--- config.mk ---
export PLATFORM = sky130hd
export DESIGN_NAME = loop3_drain
export DESIGN_NICKNAME = d
export VERILOG_FILES = /design/src/rtl/loop3_drain.sv
export SDC_FILE = /design/constraint.sdc
export NUM_CORES = 1
export LEC_CHECK = 0
export ABC_AREA = 1
export CAP_MARGIN = 15
export CORE_AREA = 2 2 433 435
export DETAILED_ROUTE_END_ITERATION = 6
export DIE_AREA = 0 0 435 437
export MAX_ROUTING_LAYER = met4
export PLACE_DENSITY = 0.42
export SYNTH_ARGS = -nofsm -noshare
export SYNTH_HDL_FRONTEND = slang
export SYNTH_SLANG_ARGS = --single-unit
--- constraint.sdc ---
create_clock -name clk -period 46.5 [get_ports clk]
set_clock_uncertainty 0.1 [all_clocks]
set_input_delay 4.65 -clock clk [delete_from_list [all_inputs] [get_ports clk]]
set_output_delay 4.65 -clock clk [all_outputs]
set_load 0.05 [all_outputs]
--- src/rtl/loop3_drain.sv ---
// loop3_drain: captures one accumulated 1024-bit channel-loop vector and
// streams it out as NBEATS 64-bit beats over a valid/ready handshake.
// Optional ReLU clamps negative 16-bit lanes to zero on the way out.
`timescale 1ns/1ps
module loop3_drain #(
  parameter int NBEATS  = 16,
  parameter bit RELU_EN = 1'b1
) (
  input  logic          clk,
  input  logic          rst,
  input  logic          loop3_regdata_v,
  input  logic [1023:0] loop3_regdata,
  input  logic          out_ready,
  output logic          halt,
  output logic          out_v,
  output logic [63:0]   out_data,
  output logic [3:0]    out_idx,
  output logic          out_last,
  output logic [15:0]   frame_cnt
);

  typedef enum logic {IDLE, SEND} state_t;

  localparam logic [3:0] LAST_IDX = 4'(NBEATS - 1);

  state_t        state_reg, state_next;
  logic [1023:0] buf_reg;
  logic [63:0]   data_reg;
  logic [3:0]    idx_reg;
  logic          v_reg;
  logic          halt_reg;
  logic [15:0]   frame_reg;

  logic          capture;
  logic          advance;
  logic          finish;
  logic [3:0]    beat_sel;
  logic [63:0]   beat_src;
  logic [63:0]   beat_relu;

  // State register
  always_ff @(posedge clk) begin
    if (rst) state_reg <= IDLE;
    else     state_reg <= state_next;
  end

  // Next-state logic and per-cycle datapath strobes
  always_comb begin
    state_next = state_reg;
    capture    = 1'b0;
    advance    = 1'b0;
    finish     = 1'b0;
    case (state_reg)
      IDLE: begin
        if (loop3_regdata_v) begin
          capture    = 1'b1;
          state_next = SEND;
        end
      end
      SEND: begin
        if (out_ready) begin
          if (idx_reg == LAST_IDX) begin
            finish     = 1'b1;
            state_next = IDLE;
          end else begin
            advance = 1'b1;
          end
        end
      end
      default: state_next = IDLE;
    endcase
  end

  // Beat 0 comes straight from the input word on capture; later beats come
  // from the buffer. Either way the result is registered before the port.
  assign beat_sel = idx_reg + 4'd1;
  assign beat_src = capture ? loop3_regdata[63:0] : buf_reg[{beat_sel, 6'd0} +: 64];

  generate
    for (genvar gi = 0; gi < 4; gi++) begin : g_lane
      if (RELU_EN) begin : g_relu
        assign beat_relu[16*gi +: 16] = beat_src[16*gi + 15] ? 16'h0000 : beat_src[16*gi +: 16];
      end else begin : g_pass
        assign beat_relu[16*gi +: 16] = beat_src[16*gi +: 16];
      end
    end
  endgenerate

  // Vector buffer; contents are don't-care until the next capture
  always_ff @(posedge clk) begin
    if (capture) buf_reg <= loop3_regdata;
  end

  // Output registers, backpressure flag and frame counter
  always_ff @(posedge clk) begin
    if (rst) begin
      halt_reg  <= 1'b0;
      v_reg     <= 1'b0;
      idx_reg   <= 4'd0;
      data_reg  <= 64'd0;
      frame_reg <= 16'd0;
    end else begin
      halt_reg <= (state_next == SEND);
      if (capture) begin
        v_reg    <= 1'b1;
        idx_reg  <= 4'd0;
        data_reg <= beat_relu;
      end else if (advance) begin
        idx_reg  <= beat_sel;
        data_reg <= beat_relu;
      end else if (finish) begin
        v_reg     <= 1'b0;
        idx_reg   <= 4'd0;
        frame_reg <= frame_reg + 16'd1;
      end
    end
  end

  assign halt      = halt_reg;
  assign out_v     = v_reg;
  assign out_data  = data_reg;
  assign out_idx   = idx_reg;
  assign out_last  = v_reg && (idx_reg == LAST_IDX);
  assign frame_cnt = frame_reg;

endmodule

==> out/metrics.cfg <==
[run_status]
status=finished clean

[floorplan]
chipWidth_um=435
num_io_pins=1115
core_sq_mm=0.185
initial_utilization=0.254
rows=158
die_area_sq_mm=0.190
die_h_um=437

[timing]
rsz0062_at_grt=no
worst_pin_slew_ps=1120
timing.final.max_slew_violations=0
fin_crit_sh=0.182
whs_ps=362
setup-tns-final_ps=0
setup_viol=0
max_freq_mhz=118
hold_viol=0
period_minus_slack_ps=8450
slew_headroom=0.253

[cts]
clockBufferDepth=3
clk_pin_slew_ps=50
cts_hold_buffers=0
cts.sinks=1106
clock_latency_ps=800
cts_tree=yes
cts_made_buffers=139
cts_resized=0
cts_max_level=4
cts_root_buf=clkbuf_16
post_cts_buffers=0

[global_routing]
grt.total_usage=0.222
grt_pass1_wl_mm=286
grt_max_degree=188
grt_remaining_overflow=0
antenna_found_initial=125
grt_pass1_vias=35900

[critical_path]
r2r-start=out_idx[0]$_SDFFE_PP0P_
crit_required_ps=47110
crit_path_start_kind=primary input
worstPathArrival_ps=9060
cp-end-kind=flop
r2r_end=out_data[40]$_SDFFE_PP0P_
crit_type=in -> reg
cp_max_fo=163
rrSetupSlack_ps=41320
reg2reg_depth=9

[drt]
ant_nets=0
viasPerCell=4.43
vias=36800
first_iter_violations=3188
wirelength_mm=210
wl_per_cell_um=25.3
dr.pass1.iters=6
drt_drc_violations_left=0

[synthesis]
yosys.area.top_type=edfxtp_1
ys_top_cells_by_count=nand2_1, edfxtp_1, nand3_1, inv_1, clkbuf_1
ys_types=24
syn_area_per_cell_sq_um=10.1
synthCells=4632
yosysMostFrequentCell=nand2_1
ys.flop_type=edfxtp_1
synth-warning-count=0
synth_top_area_frac=0.654
synth_edf_count=1024
async_flop_share=0
seq_area_frac_synth=0.689
syn_area_sq_mm=0.0470
synth-seq-cells=1106
synth.area.top_cells=edfxtp_1, nand2_1, nand3_1, inv_1, dfxtp_1

[worst_hold_path]
min_to=out_data[3]$_SDFFE_PP0P_
min_from=out_data[3]$_SDFFE_PP0P_
hold_path.class=reg -> reg
min_path_cells=2

[power]
leakagePower_uw=0.0263
power.density_mw_per_mm2=38.1
vdd_drop_max_mv=0.0208
total_power_uw=2480

[layout]
fin_cells=8323
syn_to_final_growth_pct=38.5
postLayoutCellArea_sq_mm=0.0651
final_layout_size_suffix_gt1_frac=0.0429
largest_reg_flops=1024
fin_nets=6705

[place]
dpl_cell_area_sq_mm=0.0606
portBuffers=1110
place_inst=8014
gp_congestion=0.876
dp_hpwl_mm=152

[flow_run]
maxCapViolCount=0

-- metal layers --
layer / global-route usage / routed length (um) / vias up / share of wire
met2: 0.352 / 101000 / 1360 / 0.48
met5: - / 0 / - / 0
met4: 0.0843 / 6980 / 0 / 0.033
met1: 0.279 / 90100 / 17800 / 0.43
met3: 0.0433 / 12000 / 362 / 0.057
li1: - / - / 17300 / -
-- area by class of cell --
type | instances | area [sq um]
antenna | 61 | 153
clock buffer | 184 | 3790
clock inverter | 64 | 538
fill | 19000 | 120000
inverter | 697 | 2640
multi-input combinational | 2579 | 11000
sequential | 1106 | 32400
tap | 2480 | 3100
timing repair buffer | 1152 | 11500
-- cells by family (layout without fill, tap and decap cells) --
logic type / Yosys count / count (layout) / synth area share
XOR/XNOR: 4 / 4 / 0.000905
AND/OR/NAND/NOR: 2483 / 2483 / 0.222
AO/OA/AOI/OAI: 86 / 86 / 0.00926
buffers and inverters: 950 / 2097 / 0.0787
other: 1 / 65 / 0.0000798
flip-flops: 1106 / 1106 / 0.689
adder cells (fa/ha/maj): 2 / 2 / 0.000532
-- per-stage QoR --
stage | worst slack [ps] | util
2_1_floorplan | 12060 | -
3_3_place_gp | 37130 | 0.328
3_5_place_dp | 37100 | 0.328
4_1_cts | 37980 | 0.351
5_1_grt | 37690 | 0.352
6_report | 38050 | 0.352
-- layout by cell type, fill, tap and decap left out, drive strengths merged, types with 4 or more instances in the layout --
master,count
nand2,1590
nor2,32
nand4,4
o21ai,8
buf,43
bufinv,5
clkdlybuf4s50,1109
dfxtp,82
inv,703
edfxtp,1024
nor3,4
nand3,847
or2,5
clkinv,50
a21oi,75
diode,61
conb,4
clkbuf,184
-- critical path, cell delays in order --
cell             delay, ps
clkdlybuf4s50_1        490
inv_1                   70
nor2_4                 100
buf_12                 640
buf_4                  760
buf_4                  810
buf_4                  810
nand2_1                140
nand2_1                110
nand3_1                 70
a21oi_1                160
-- worst max path at each step --
stage | cells past startpoint | slack (ps) | to | startpoint
5_1_grt | 11 | 37690 | out_data[26]$_SDFFE_PP0P_ | loop3_regdata_v
6_report | 11 | 38050 | out_data[25]$_SDFFE_PP0P_ | loop3_regdata_v
3_3_place_gp | 11 | 37130 | out_data[25]$_SDFFE_PP0P_ | loop3_regdata_v
3_5_place_dp | 11 | 37100 | out_data[25]$_SDFFE_PP0P_ | loop3_regdata_v
2_1_floorplan | 3 | 12060 | buf_reg[0]$_DFFE_PP_ | loop3_regdata_v
4_1_cts | 11 | 37980 | out_data[25]$_SDFFE_PP0P_ | loop3_regdata_v
-- power by group --
| group | switching [uW] | internal (uW) | total, uW |
|---|---|---|---|
| registers | 15.7 | 1150 | 1170 |
| clock network | 447 | 602 | 1050 |
| logic | 149 | 117 | 265 |
Power figures use the tool's default switching activity.
